**config.mk**
```make
export PLATFORM = sky130hd
export DESIGN_NAME = rsa_ctrl_seq
export DESIGN_NICKNAME = d
export VERILOG_FILES = /design/src/rtl/rsa_ctrl_seq.sv
export SDC_FILE = /design/constraint.sdc
export NUM_CORES = 1
export LEC_CHECK = 0
export ABC_AREA = 1
export BUFFER_PORTS_ARGS = -buffer_cell sky130_fd_sc_hd__buf_2
export CELL_PAD_IN_SITES_DETAIL_PLACEMENT = 1
export CELL_PAD_IN_SITES_GLOBAL_PLACEMENT = 1
export CORE_MARGIN = 2
export CORE_UTILIZATION = 44
export CTS_BUF_LIST = sky130_fd_sc_hd__clkbuf_4 sky130_fd_sc_hd__clkbuf_8 sky130_fd_sc_hd__clkbuf_16
export CTS_CLUSTER_DIAMETER = 80
export DETAILED_ROUTE_END_ITERATION = 6
export PLACE_DENSITY_LB_ADDON = 0.1
export RECOVER_POWER = 25
export SYNTH_ARGS = -nofsm -noshare
export SYNTH_HDL_FRONTEND = slang
export SYNTH_SLANG_ARGS = --single-unit
```
**constraint.sdc**
```tcl
create_clock -name clk -period 3.5 [get_ports clk]
set_clock_uncertainty 0.15 [all_clocks]
set_input_delay 0.175 -clock clk [delete_from_list [all_inputs] [get_ports clk]]
set_output_delay 0.175 -clock clk [all_outputs]
set_load 0.02 [all_outputs]
```
**src/rtl/rsa_ctrl_seq.sv**
```systemverilog
// Control sequencer for the RSA unit: arbitrates start/stop sources, pulses the unit reset,
// runs it under an optional watchdog and reports completion as a sticky level plus a pulse.
module rsa_ctrl_seq #(
   parameter int NUM_SRC    = 2,
   parameter int RST_CYCLES = 2,
   parameter int TIMEOUT_W  = 16,
   localparam int SRC_W     = (NUM_SRC > 1) ? $clog2(NUM_SRC) : 1
) (
   input  logic                 clk,
   input  logic                 rstb,
   input  logic                 ena,
   input  logic [NUM_SRC-1:0]   start_req,
   input  logic [NUM_SRC-1:0]   stop_req,
   input  logic [TIMEOUT_W-1:0] timeout_limit,
   input  logic                 eoc_rsa_unit,
   output logic                 en_rsa,
   output logic                 rst_rsa,
   output logic                 busy,
   output logic                 eoc,
   output logic                 eoc_p,
   output logic                 timeout_flag,
   output logic [SRC_W-1:0]     src_id
);

   localparam int RST_W = (RST_CYCLES > 1) ? $clog2(RST_CYCLES) : 1;
   localparam logic [RST_W-1:0] RST_LAST = RST_W'(RST_CYCLES - 1);

   typedef enum logic [1:0] {
      IDLE = 2'd0,
      CLR  = 2'd1,
      RUN  = 2'd2,
      DONE = 2'd3
   } state_t;

   state_t               state_reg, state_next;
   logic [RST_W-1:0]     rst_cnt_reg, rst_cnt_next;
   logic [TIMEOUT_W-1:0] run_cnt_reg, run_cnt_next;
   logic [TIMEOUT_W-1:0] limit_reg, limit_next;
   logic                 eoc_reg, eoc_next;
   logic                 timeout_reg, timeout_next;
   logic [SRC_W-1:0]     src_id_reg, src_id_next;
   logic [SRC_W-1:0]     src_sel;
   logic                 any_stop;

   assign any_stop = |stop_req;

   // Lowest set request index wins.
   always_comb begin
      src_sel = '0;
      for (int i = NUM_SRC - 1; i >= 0; i--) begin
         if (start_req[i]) src_sel = SRC_W'(i);
      end
   end

   always_ff @(posedge clk or negedge rstb) begin
      if (!rstb) begin
         state_reg   <= IDLE;
         rst_cnt_reg <= '0;
         run_cnt_reg <= '0;
         limit_reg   <= '0;
         eoc_reg     <= 1'b0;
         timeout_reg <= 1'b0;
         src_id_reg  <= '0;
      end else if (ena) begin
         state_reg   <= state_next;
         rst_cnt_reg <= rst_cnt_next;
         run_cnt_reg <= run_cnt_next;
         limit_reg   <= limit_next;
         eoc_reg     <= eoc_next;
         timeout_reg <= timeout_next;
         src_id_reg  <= src_id_next;
      end
   end

   always_comb begin
      state_next   = state_reg;
      rst_cnt_next = rst_cnt_reg;
      run_cnt_next = run_cnt_reg;
      limit_next   = limit_reg;
      eoc_next     = eoc_reg;
      timeout_next = timeout_reg;
      src_id_next  = src_id_reg;
      unique case (state_reg)
         IDLE: begin
            if ((|start_req) && !any_stop) begin
               state_next   = CLR;
               src_id_next  = src_sel;
               limit_next   = timeout_limit;
               eoc_next     = 1'b0;
               timeout_next = 1'b0;
               rst_cnt_next = '0;
            end
         end
         CLR: begin
            if (any_stop) begin
               state_next = IDLE;
            end else if (rst_cnt_reg == RST_LAST) begin
               state_next   = RUN;
               run_cnt_next = '0;
            end else begin
               rst_cnt_next = rst_cnt_reg + 1'b1;
            end
         end
         RUN: begin
            if (any_stop) begin
               state_next = IDLE;
            end else if (eoc_rsa_unit) begin
               state_next = DONE;
               eoc_next   = 1'b1;
            end else if ((limit_reg != '0) && (run_cnt_reg == limit_reg - TIMEOUT_W'(1))) begin
               state_next   = IDLE;
               timeout_next = 1'b1;
            end else if (run_cnt_reg != '1) begin
               // Saturate so an unbounded wait never wraps.
               run_cnt_next = run_cnt_reg + 1'b1;
            end
         end
         DONE: begin
            state_next = IDLE;
         end
         default: state_next = IDLE;
      endcase
   end

   assign en_rsa       = (state_reg != IDLE);
   assign busy         = (state_reg != IDLE);
   assign rst_rsa      = (state_reg != CLR);
   assign eoc_p        = (state_reg == DONE);
   assign eoc          = eoc_reg;
   assign timeout_flag = timeout_reg;
   assign src_id       = src_id_reg;

endmodule

```
* Yosys cells after proc, flatten, opt, wreduce, memory -nomap -nowiden *
Index checks and enable logic that the tools add are counted.

operators by class
  add/subtract/negate cells = 3
  equality and inequality tests = 17
  divide/modulo/power cells = 0
  shifts and indexed selects = 0
  $mul = 0
  bitwise gates (word level) = 0
  reduce and logical (&&, ||, !) cells = 17
  order comparisons = 0
  muxes and demuxes = 27

operators with widths
  operator                                             count
  2-to-1 mux 16 bit                                    6
  case mux 16 bit (2 select lines)                     1
  inequality test 2 bit (second input constant)        9
  adder 16 x 1 -> 16 bit (second input constant)       1
  == test 16 bit                                       1
  inequality test 16 bit (second input constant)       1
  nonzero test 16 bit                                  1
  subtractor 16 x 1 -> 16 bit (second input constant)  1
  2-to-1 mux 2 bit                                     6
  2-to-1 mux 1 bit                                     10
  case mux 2 bit (4 select lines)                      1
  AND reduction 4 bit                                  2
  AND reduction 8 bit                                  1
  nonzero test 2 bit                                   4
  case mux 1 bit (2 select lines)                      3
  AND reduction 6 bit                                  1
  AND reduction 5 bit                                  1
  == test 2 bit (second input constant)                2
  inequality test 4 bit (second input constant)        1
  OR reduction 2 bit                                   2
  inequality test 3 bit (second input constant)        1
  AND reduction 3 bit                                  1
  == test 2 x 1 -> 1 bit (second input constant)       1
  logical AND 1 bit                                    2
  4 further kinds                                      4

storage, ports and cells
  bits in latches = 0
  output and inout port bits = 7
  memories kept = 0
  memory bits (writable) = 0
  bits in registers = 38
  word-level logic and storage cells = 71
  input port bits = 24
  bits in read-only memories = 0

* Longest topological paths before layout *
  depth after elaboration = 7
  depth in mapped cells = 18

* Worst setup path after synthesis *
No wires, ideal clock.

  path kind = register to register
  start point = register limit_reg[0]
  end point = register run_cnt_reg[11]
  cell stages (with the launch flop) = 18
  path slack = 1.452 ns
  data required time = 3.233 ns
  setup time = 0.117 ns
  path buffers = 1
  arrival time = 1.781 ns
  cell sequence = dfrtp_1 -> inv_1 -> ha_1 -> nand2_1 -> inv_1 -> nor2_1 -> nand2_1 -> nor2_1 -> nand2_1 -> nor2_1 -> nand2_1 -> nor2_1 -> nand2_1 -> inv_2 -> nand3_4 -> buf_2 -> nand3_1 -> nand2_1

between the ends
  word-level cells in the longest chain between the ends = 5

RTL lines
  what                                 RTL line  RTL
  from (decl)                          38        logic [TIMEOUT_W-1:0] limit_reg, limit_next;
  from (signal assigned)               68        limit_reg <= limit_next;
  subtractor 16 x 1 -> 16 bit          110       end else if ((limit_reg != '0) && (run_cnt_reg == limit_reg - TIMEOUT_W'(1))) begin
  == test 16 bit                       110
  logical AND 1 bit (*)                110
  inequality test 2 bit (no line) (*)  --
  AND reduction 8 bit (no line) (*)    --
  to (signal assigned)                 67        run_cnt_reg <= run_cnt_next;
  to (decl)                            37        logic [TIMEOUT_W-1:0] run_cnt_reg, run_cnt_next;

Every way passes the cells marked *; elsewhere a longest branch is shown, timed or not.
A chain may end at the register's enable or synchronous reset.

* Worst setup path in the final report *
  start point = register run_cnt_reg[0]
  end point = register run_cnt_reg[10]

between the ends
  word-level cells in the longest chain between the ends = 6

RTL lines
  what                              RTL line  RTL
  adder 16 x 1 -> 16 bit            115       run_cnt_next = run_cnt_reg + 1'b1;
  2-to-1 mux 16 bit                 113       end else if (run_cnt_reg != '1) begin
  2-to-1 mux 16 bit                 110
  2-to-1 mux 16 bit                 107       end else if (eoc_rsa_unit) begin
  2-to-1 mux 16 bit                 105       if (any_stop) begin
  case mux 16 bit (2 select lines)  83        unique case (state_reg)

Parallel ways exist; a longest one is shown, timed or not. The select of a mux whose other input is x is not followed.

==> results.ini <==
[setup_path]
criticalPathCategory = flop to flop
crit_path_max_fanout = 17
cp.arrival_ps = 2660
critPathLaunchType = flop
endpoint_kind = flop
crit_required_ps = 3540

[finish]
area_growth_pct = 18.1
final_area_um2 = 3190
final_cell_mix = nand2_1 (147), nor2_1 (55), inv_1 (43), dfrtp_1 (38), buf_2 (25)
fin_cells = 530
layout.cells.most_common = nand2_1
layout-drive-gt1-share_pct = 10.3
final_nets = 481
num_antenna_cells = 0

[sta]
setup_viol = 0
finalHoldViolCount = 0
fmax_ghz = 0.382
drv_slew = 39
tightest_slew_ps = 2160
fin_crit_ps = 2620
tns_ps = 0
rsz0062_at_grt = no
fin_crit_sh_pct = 74.8
maxSlewHeadroom_pct = -44.3

[floorplan]
start_util_pct = 45.6
core_area_um2 = 5920
chipHeight_um = 82.3
num_rows = 28
fp.dieW_um = 82.3
pin_count = 31
die-area_um2 = 6780

[routing]
wl_met1_um = 3780
drt_iter0_markers = 121
drtPass1Iterations = 4
routedWlPerCell_um = 15.1
dr_wl_met3_um = 196
dr_total_vias = 2718
dr_wl_met2_um = 3920
drt_wl_total_um = 7990
viasPerCell = 5.13
top_layer_used = met4
drc = 0
postRouteAntennaNets = 0

[synthesis]
synthArstFlopShare_pct = 100
syn_inst = 407
synth_top_area_share_pct = 35.2
syn_area_um2 = 2700
synth.ff_latch_count = 38
synthFlopType = dfrtp_1
avgSynthCellArea_um2 = 6.63
ys_warn_count = 0
ys_types = 34
synthTopCellsByArea = dfrtp_1 (35%), nand2_1 (20%), nor2_1 (7.6%)
synth_top_cell_by_area = dfrtp_1
synth_nets = 434
synth_edf_count = 0
seq_area_frac_synth_pct = 35.2

[global_route]
globalRouteTotalUtil_pct = 25.8
grt_pass1_wl_um = 13300
antenna_found_initial = 0
grt-ovfl-total = 0
grt_pass1_vias = 2810
grt_max_degree = 39

[clock_network]
cts_num_sinks = 38
clk_pin_slew_worst_paths_ps = 70
cts_buffer_depth = 2
cts-resized-gates = 0
ctsRootBufferMaster = clkbuf_8
cts_made_buffers = 5
cts_tree = yes
clk_latency_ps = 300
cts_max_level = 2
cts_setup_buffers = 0

[pwr]
p_leak_nw = 1.56
power.internal_mw = 1.11
total_power_mw = 2.04
max-vdd-ir-drop_mv = 0.406
power.density_nw_per_um2 = 641
swShare_pct = 45.6
clkPwrFrac_pct = 19.3
switchingPower_mw = 0.933
seqPwrFrac_pct = 35.0
p_comb_share_pct = 45.7

[flow_run]
maxCapViolCount = 1

[place]
dp_cells = 503
place_area_um2 = 2890
portBuffers = 30
gp_congestion = 0.849
place_hpwl_um = 5830

[status]
failed_checks = capacitance limit, slew limit
outcome = finished with violations

[min_path]
min_path_type = input pin to flop

-- layout make-up --
cell class                 count  area, um^2
inverter                      45         169
tap                           75        93.8
multi-input combinational    315        1530
clock buffer                   7        83.8
clock inverter                 1        30.0
timing repair buffer          49         334
sequential                    38         951
fill                         841        2730
-- through the flow --
| stage | utilization [%] | hold WS, ps | worst slack [ps] |
|---|---|---|---|
| 2_1_floorplan | - | -271 | 1450 |
| 3_3_place_gp | 48.8 | 189 | 1030 |
| 3_5_place_dp | 48.8 | 202 | 935 |
| 4_1_cts | 54.0 | 171 | 901 |
| 5_1_grt | 53.8 | 223 | 620 |
| 6_report | 53.8 | 188 | 883 |
-- power groups by stage --
stage	Clock [mW]	Sequential (mW)	Combinational [mW]
after floorplan	0	0.692	0.685
after global placement	0	0.716	0.872
after detailed placement	0	0.721	0.911
after CTS	0.404	0.713	0.935
after global routing	0.420	0.739	1.06
final	0.395	0.715	0.933
-- cells in the mapped netlist (5+ instances only) --
master and count:
xnor2_1 8, dfrtp_1 38, nor3_1 5, nor2_2 5
nand4_1 8, xor2_1 14, nand3b_1 7, nor2_1 55
o21ai_0 15, inv_1 43, nand3_1 23, nand2_1 147
-- cell families (layout without fill, tap and decap cells) --
logic type | count (synthesis) | in the layout | share of synthesized area [%]
adders and majority gates | 3 | 3 | 1.39
buffers and inverters | 54 | 102 | 8.25
and+or+nand+nor | 263 | 263 | 42.4
AOI/OAI and AO/OA | 27 | 27 | 5.56
DFF | 38 | 38 | 35.2
xor gates and xnor gates | 22 | 22 | 7.14
-- timing repair --
item                                    CTS  global route
hold buffers                             19             0
endpoints found under the setup margin    0             0
hold endpoints to repair                 55             0
-- per-layer routing --
metal | GRT usage, % | vias to the layer above
met1 | 33.5 | 1317
met3 | 4.24 | 9
met4 | 5.67 | 0
met5 | 0 | -
li1 | - | 1364
met2 | 44.8 | 28
-- final timing paths --
path / start / endpoint / slack [ps] / cells past startpoint
max: run_cnt_reg[0]$_DFFE_PN0P_ / run_cnt_reg[10]$_DFFE_PN0P_ / 880 / 13
max reg2reg: run_cnt_reg[0]$_DFFE_PN0P_ / run_cnt_reg[10]$_DFFE_PN0P_ / 880 / 13
min: ena / rst_cnt_reg$_DFFE_PN0P_ / 190 / 3
max in group asynchronous: rstb / run_cnt_reg[7]$_DFFE_PN0P_ / 1060 / 2
min reg2reg: src_id$_DFFE_PN0P_ / src_id$_DFFE_PN0P_ / 340 / 2
min in group asynchronous: rstb / limit_reg[6]$_DFFE_PN0P_ / 900 / 2
-- worst max-delay path, cell delays in order, from the launching register on --
cell and delay (ps):
dfrtp_1 430, ha_1 250, nand2_1 100, nor2_1 90, nand2_1 140, nor2_1 60
nand4_1 60, nand2_1 50, o21ai_0 90, nand2_1 80, nor2_2 590, nand2_4 260
nand2_1 130, nand2_1 50
Note: power is estimated with default switching activity, not from simulation.
